--- src/rtl/lau_pkg.sv ---
// Shared types and helpers for the Log-Mel audio front end:
// the squarer speed selector, the power-beat record and the saturating scaler.
package lau_pkg;

   typedef enum logic {
      FAST  = 1'b0,
      SMALL = 1'b1
   } speed_t;

   localparam logic [3:0] POW_SHIFT_DEFAULT = 4'd0;

   localparam int POW_OW = 24;
   localparam int POW_BW = 9;

   typedef struct packed {
      logic [POW_OW-1:0] power;
      logic              sat;
      logic              last;
      logic [POW_BW-1:0] bin;
   } power_beat_t;

   // Logical right shift, then clip to ow bits. Result is {sat, power},
   // with power zero-extended to 64 bits.
   function automatic logic [64:0] sat_shift(input logic [63:0] sum,
                                             input logic [7:0]  sh,
                                             input int          ow);
      logic [63:0] t;
      logic [63:0] hi_mask;
      t       = sum >> sh;
      hi_mask = ~64'd0 << ow;
      if ((t & hi_mask) != 64'd0) begin
         return {1'b1, ~hi_mask};
      end
      return {1'b0, t};
   endfunction

endpackage

--- src/rtl/SqrSgn.sv ---
// Combinational square of a signed value; the result is unsigned and 2*W bits wide.
// SPEED selects a direct signed multiply or a magnitude-only multiply.
module SqrSgn
   import lau_pkg::*;
#(
   parameter int     W     = 18,
   parameter speed_t SPEED = FAST
) (
   input  logic signed [W-1:0]   din,
   output logic        [2*W-1:0] sq
);

   generate
      if (SPEED == FAST) begin : g_fast
         logic signed [2*W-1:0] ext;
         logic signed [2*W-1:0] prod;
         assign ext  = {{W{din[W-1]}}, din};
         assign prod = ext * ext;
         assign sq   = $unsigned(prod);
      end else begin : g_small
         // -(-2^(W-1)) wraps to the same bit pattern, which is the correct magnitude unsigned.
         logic [W-1:0]   mag;
         logic [2*W-1:0] mag_ext;
         assign mag     = din[W-1] ? $unsigned(-din) : $unsigned(din);
         assign mag_ext = {{W{1'b0}}, mag};
         assign sq      = mag_ext * mag_ext;
      end
   endgenerate

endmodule

--- src/rtl/power_calc_pipe.sv ---
// Two-stage pipelined STFT-bin power (re^2 + im^2) with per-beat scale shift,
// output saturation, ready/valid backpressure and frame-position checking.
module power_calc_pipe
   import lau_pkg::*;
#(
   parameter int     IW    = 18,
   parameter int     OW    = 24,
   parameter int     SW    = 4,
   parameter int     NBINS = 257,
   parameter speed_t SPEED = FAST
) (
   input  logic                     clk,
   input  logic                     rst_n,
   input  logic signed [IW-1:0]     real_il,
   input  logic signed [IW-1:0]     imag_il,
   input  logic                     last_il,
   input  logic                     valid_il,
   output logic                     ready_ol,
   input  logic [SW-1:0]            shift_il,
   output logic [OW-1:0]            power_ol,
   output logic                     sat_ol,
   output logic                     last_ol,
   output logic [$clog2(NBINS)-1:0] bin_ol,
   output logic                     valid_ol,
   input  logic                     ready_il,
   output logic                     frame_err_ol
);

   localparam int              BW       = $clog2(NBINS);
   localparam int              SQW      = 2 * IW;
   localparam logic [BW-1:0]   BIN_LAST = BW'(NBINS - 1);

   // Handshake: a beat moves on a clock edge where valid and ready are both high.
   // ready_ol depends only on valid_ol and ready_il; the whole pipe advances or holds together.
   logic en;
   logic accept;
   assign en       = !valid_ol || ready_il;
   assign ready_ol = en;
   assign accept   = valid_il && en;

   logic [SQW-1:0] re_sq_c, im_sq_c;

   SqrSgn #(.W(IW), .SPEED(SPEED)) u_sqr_re (.din(real_il), .sq(re_sq_c));
   SqrSgn #(.W(IW), .SPEED(SPEED)) u_sqr_im (.din(imag_il), .sq(im_sq_c));

   // Bin position; wraps on last or at the final bin so a misaligned frame re-syncs on the next last.
   logic [BW-1:0] bin_cnt;
   logic          at_last_bin;
   assign at_last_bin = (bin_cnt == BIN_LAST);

   always_ff @(posedge clk or negedge rst_n) begin
      if (!rst_n) begin
         bin_cnt      <= '0;
         frame_err_ol <= 1'b0;
      end else if (accept) begin
         bin_cnt <= (last_il || at_last_bin) ? '0 : bin_cnt + 1'b1;
         if (last_il != at_last_bin) begin
            frame_err_ol <= 1'b1;
         end
      end
   end

   logic           s1_valid;
   logic [SQW-1:0] s1_re_sq, s1_im_sq;
   logic [SW-1:0]  s1_shift;
   logic           s1_last;
   logic [BW-1:0]  s1_bin;

   always_ff @(posedge clk or negedge rst_n) begin
      if (!rst_n) begin
         s1_valid <= 1'b0;
         s1_re_sq <= '0;
         s1_im_sq <= '0;
         s1_shift <= '0;
         s1_last  <= 1'b0;
         s1_bin   <= '0;
      end else if (en) begin
         s1_valid <= accept;
         if (accept) begin
            s1_re_sq <= re_sq_c;
            s1_im_sq <= im_sq_c;
            s1_shift <= shift_il;
            s1_last  <= last_il;
            s1_bin   <= bin_cnt;
         end
      end
   end

   // One guard bit holds the worst case 2 * 2^(2*IW-2) = 2^(2*IW-1).
   logic [SQW:0]  sum;
   logic [63:0]   pw_full;
   logic          sat_c;
   logic          unused_hi;
   assign sum                = {1'b0, s1_re_sq} + {1'b0, s1_im_sq};
   assign {sat_c, pw_full}   = sat_shift(64'(sum), 8'(s1_shift), OW);
   assign unused_hi          = |pw_full[63:OW];

   always_ff @(posedge clk or negedge rst_n) begin
      if (!rst_n) begin
         valid_ol <= 1'b0;
         power_ol <= '0;
         sat_ol   <= 1'b0;
         last_ol  <= 1'b0;
         bin_ol   <= '0;
      end else if (en) begin
         valid_ol <= s1_valid;
         if (s1_valid) begin
            power_ol <= pw_full[OW-1:0];
            sat_ol   <= sat_c;
            last_ol  <= s1_last;
            bin_ol   <= s1_bin;
         end
      end
   end

endmodule

--- config.mk ---
export PLATFORM = sky130hd
export DESIGN_NAME = power_calc_pipe
export DESIGN_NICKNAME = d
export VERILOG_FILES = /design/src/rtl/lau_pkg.sv /design/src/rtl/SqrSgn.sv /design/src/rtl/power_calc_pipe.sv
export SDC_FILE = /design/constraint.sdc
export NUM_CORES = 2
export LEC_CHECK = 0
export CORE_MARGIN = 4
export CORE_UTILIZATION = 65
export CTS_BUF_LIST = sky130_fd_sc_hd__clkbuf_4 sky130_fd_sc_hd__clkbuf_8
export DETAILED_ROUTE_END_ITERATION = 8
export GPL_TIMING_DRIVEN = 0
export PLACE_DENSITY = 0.83
export RECOVER_POWER = 50
export SLEW_MARGIN = 20
export SYNTH_ARGS = -nofsm -noshare
export SYNTH_HDL_FRONTEND = slang
export SYNTH_HIERARCHICAL = 1
export SYNTH_SLANG_ARGS = --single-unit
--- constraint.sdc ---
create_clock -name clk -period 6.37 [get_ports clk]
set_input_delay 1.274 -clock clk [delete_from_list [all_inputs] [get_ports clk]]
set_output_delay 1.274 -clock clk [all_outputs]
set_load 0.05 [all_outputs]
Yosys cells after proc, flatten, opt, wreduce, memory -nomap -nowiden
Index checks and enable logic that the tools add are counted.

word-level totals
  bits in registers = 133
  bits of input ports = 45
  output and inout port bits = 38
  logic and storage cells = 32

operators by class
  add/subtract/negate cells = 2
  multipliers = 2
  eq/ne operators = 2
  shifts and indexed selects = 1
  mux-type cells = 4
  reduce and logical (&&, ||, !) cells = 8

operators with widths
  cell                                                           count
  65-bit two-way mux                                             2
  18-bit by 18-bit multiplier with 36-bit output                 2
  64-bit nonzero test                                            1
  37-bit by 4-bit right shift with 64-bit output                 1
  36-bit by 36-bit adder with 37-bit output                      1
  9-bit by 1-bit adder with 9-bit output, second input constant  1
  9-bit == test, second input constant                           1
  9-bit two-way mux                                              1
  2-bit AND reduction                                            3
  1-bit logical OR                                               2
  1-bit logical AND                                              1
  1-bit zero test                                                1
  1-bit two-way mux                                              1
  1-bit != test                                                  1

Depth between registers and ports, before layout
  word-level depth = 5
  mapped depth = 27
  depth with buffers taken out = 25

By module
The synthesis kept the hierarchy.

by module, submodules not included
  module              times used  cells each  area an instance (µm²)
  SqrSgn at u_sqr_im  1           1211        11100.6
  SqrSgn at u_sqr_re  1           1209        11060.6
  power_calc_pipe     1           1163        9705.6

Worst setup path before layout
Ideal clock, no wire load.

  path kind = input to register
  start point = in real_il[17]
  end point = reg s1_re_sq[32]
  data arrival time = 7287 ps
  slack = -1034 ps
  stages on the path = 21
  buffers on the path = 2
  cell sequence = clkbuf_1 -> buf_1 -> nand2_1 -> fa_1 -> inv_1 -> fa_1 -> fa_1 -> fa_1 -> fa_1 -> inv_1 -> fa_1 -> inv_1 -> ha_1 -> a2111o_1 -> a2111oi_2 -> nor3_1 -> or3_1 -> o21ai_2 -> o311ai_0 -> nand2_1 -> nand2_1

on the way
  longest elaborated chain between the ends = 1

ends and longest elaborated chain
  what                                            RTL line               text
  start, declared                                 power_calc_pipe.sv:14  input logic signed [IW-1:0] real_il,
  18-bit by 18-bit multiplier with 36-bit output  SqrSgn.sv:18           assign prod = ext * ext;
  net re_sq_c[32]                                 power_calc_pipe.sv:41  logic [SQW-1:0] re_sq_c, im_sq_c;
  end signal, assigned                            power_calc_pipe.sv:80  s1_re_sq <= re_sq_c;
  end, declared                                   power_calc_pipe.sv:64  logic [SQW-1:0] s1_re_sq, s1_im_sq;

The timed path passes the listed nets, and every way through them passes these cells.
A chain may end at the register's enable or synchronous reset.

Final worst setup path
  start point = in real_il[3]
  end point = reg s1_re_sq[33]

The elaborated chain is that of the path after synthesis.

==> impl_metrics.env <==
export IMPL_dp_cells=4317
export IMPL_synth_ff_type="dfrtp_1"
export IMPL_overflow=0
export IMPL_worstSetupPathType="input pin to flop"
export IMPL_wirelength_um=97100
export IMPL_rows=80
export IMPL_rr_worst_depth=14
export IMPL_worst_pin_slew_ns=2.31
export IMPL_area_growth_pct=19.5
export IMPL_met3_length_um=9560
export IMPL_path_clk_slew_ns=0.11
export IMPL_slew_headroom_pct=-54.3
export IMPL_final_cells=4534
export IMPL_die_area_um2=52600
export IMPL_slowest_stage="fa_2"
export IMPL_hpwlAfterDp_um=66700
export IMPL_hold_end="frame_err_ol$_DFFE_PN0P_"
export IMPL_htreeDepth=4
export IMPL_violations="capacitance limit, slew limit, setup timing"
export IMPL_arrival_ns=7.23
export IMPL_cts_root_buf="clkbuf_8"
export IMPL_drv_slew=136
export IMPL_grt_use_total_pct=34.7
export IMPL_cp_num_buf_inv=8
export IMPL_rr_startpoint="s1_re_sq[10]$_DFFE_PN0P_"
export IMPL_initial_core_util_pct=66.2
export IMPL_yosysSeqAreaShare_pct=10.4
export IMPL_r2r_end="power_ol[1]$_DFFE_PN0P_"
export IMPL_finalNetCount=4753
export IMPL_async_flop_share_pct=100
export IMPL_max_freq_mhz=146
export IMPL_insertion_delay_ns=0.47
export IMPL_cts_sinks=133
export IMPL_antenna_found_initial=0
export IMPL_setup_viol=31
export IMPL_coreArea_um2=48100
export IMPL_place_area_um2=34100
export IMPL_drt_iter0_drc=2820
export IMPL_synth_most_common_cell="inv_1"
export IMPL_ys_ff_latch=133
export IMPL_avgSynthCellArea_um2=8.89
export IMPL_whs_path_depth=1
export IMPL_multi_input_area_um2=26300
export IMPL_crit_required_ns=6.74
export IMPL_critical_path_most_common_cell="fa_1"
export IMPL_highest_layer="met4"
export IMPL_cts_made_buffers=17
export IMPL_nFillCells=2767
export IMPL_cap_violations=2
export IMPL_slowest_delay_ns=0.57
export IMPL_grt_pass1_vias=27962
export IMPL_start_kind="input pin"
export IMPL_vias_per_cell=6.04
export IMPL_stdcell_area_um2=38100
export IMPL_rsz0062_at_grt="yes"
export IMPL_place_gp_congestion=0.994
export IMPL_synth_area_leader_cell="fa_1"
export IMPL_synth_commonest_cells="824 x inv_1, 595 x fa_1, 538 x nand2_1"
export IMPL_die_w_um=229
export IMPL_hold_start="frame_err_ol$_DFFE_PN0P_"
export IMPL_cp_max_fo=6
export IMPL_via_count=27368
export IMPL_end_kind="flop"
export IMPL_cts_tree="done"
export IMPL_yosysWarnings=6
export IMPL_routedWlPerCell_um=21.4
export IMPL_die_y_um=229
export IMPL_grt_pass1_wl_um=145000
export IMPL_critPathTopFamily="adder cells"
export IMPL_grt_max_degree=96
export IMPL_seqCellArea_um2=3330
export IMPL_synth_top_area_share_pct=37.4
export IMPL_port_buffers=77
export IMPL_r2r_setup_slack_ns=1.64
export IMPL_finClkSkew_ns=0.0207
export IMPL_wl_met1_um=35300
export IMPL_drive_above_1_share_pct=19.7
export IMPL_first_pass_iters=7
export IMPL_synthTopCellsByArea="fa_1 37%, dfrtp_1 10%, ha_1 9.8%"
export IMPL_fin_crit_sh_pct=108
export IMPL_drc=0
export IMPL_finalHoldViolCount=0
export IMPL_ant_nets=0
export IMPL_clk_path_buf_depth=2
export IMPL_wl_met2_um=45700
export IMPL_synth_edf_count=0
export IMPL_io_pins=83
export IMPL_synth_area_um2=31900
export IMPL_ys_types=113
export IMPL_syn_num_nets=4472
export IMPL_synth_cells=3583
export IMPL_worst_slack_ns=-0.489
export IMPL_status="finished with violations"
export IMPL_min_period_ns=6.86
export IMPL_hp_class="flop to flop"
==> cell usage in the layout (no fill, tap or decap), types with 46 or more instances in the layout <==
cell type    n
inv_1      761
fa_1       542
nand2_1    487
ha_1       200
buf_4      161
dfrtp_1    133
nor2_1     124
a21oi_1     92
and2_1      89
xnor2_1     77
o21ai_0     62
fa_2        53
mux2i_1     48
buf_6       46
==> kinds of logic after synthesis <==
group,Yosys count,synth area share (%)
buffers and inverters,967,12.1
and+or+nand+nor,955,13.5
adders and majority gates,844,47.2
AOI/OAI and AO/OA,478,10.5
DFF,133,10.4
xor gates and xnor gates,123,3.38
muxes,81,2.89
other,2,0.0236
==> stage by stage <==
stage / TNS (ns) / hold WS (ns) / setup WS, ns / util, %
2_1_floorplan: -2.49 / 0.428 / -0.362 / -
5_1_grt: -12.13 / 0.491 / -0.579 / 79.1
3_5_place_dp: -70.02 / 0.455 / -1.98 / 70.9
6_report: -7.97 / 0.469 / -0.489 / 79.1
3_3_place_gp: -203.31 / 0.444 / -1.92 / 70.8
4_1_cts: -2.71 / 0.475 / -0.268 / 76.5
==> state kept, by name, summed over array words and instances (netlist names), 4 cells and up <==
name and cells:
s1_im_sq 36, bin_ol 9, s1_shift 4, bin_cnt 9
s1_re_sq 36, power_ol 24, s1_bin 9
==> metal layers <==
metal  global-route usage [%]  up-vias
li1                         -    11690
met1                     45.1    13364
met2                     56.5     1787
met3                     7.16      527
met4                     15.8        0
met5                        0        -
==> area by class of cell <==
class,count,share of cell area (%)
Multi-Input combinational cell,2483,69.1
Sequential cell,133,8.74
Clock buffer,17,0.615
Timing Repair Buffer,264,6.39
Clock inverter,15,0.480
Inverter,826,8.34
Antenna cell,1,0.00657
Tap cell,656,2.16
Buffer,139,4.15
==> worst max path at each step <==
stage | start | end | slack, ns | cells after the start
floorplan | real_il[17] | s1_re_sq[32]$_DFFE_PN0P_ | -0.36 | 22
global placement | imag_il[11] | s1_im_sq[35]$_DFFE_PN0P_ | -1.92 | 21
detailed placement | imag_il[11] | s1_im_sq[35]$_DFFE_PN0P_ | -1.98 | 21
CTS | real_il[15] | s1_re_sq[35]$_DFFE_PN0P_ | -0.27 | 23
global route | real_il[8] | s1_re_sq[33]$_DFFE_PN0P_ | -0.58 | 25
finish | real_il[3] | s1_re_sq[33]$_DFFE_PN0P_ | -0.49 | 25
==> what timing repair did <==
item,CTS,global route
endpoints found under the hold margin,0,0
cloned,3,3
pin swaps,153,156
setup buffers,115,67
gates resized for setup,483,227
endpoints found under the setup margin,50,39
hold buffers,0,0
Power is left out: the tool's default activity adds up to more than one toggle a clock period on the data nets, which glitch-free logic cannot reach.
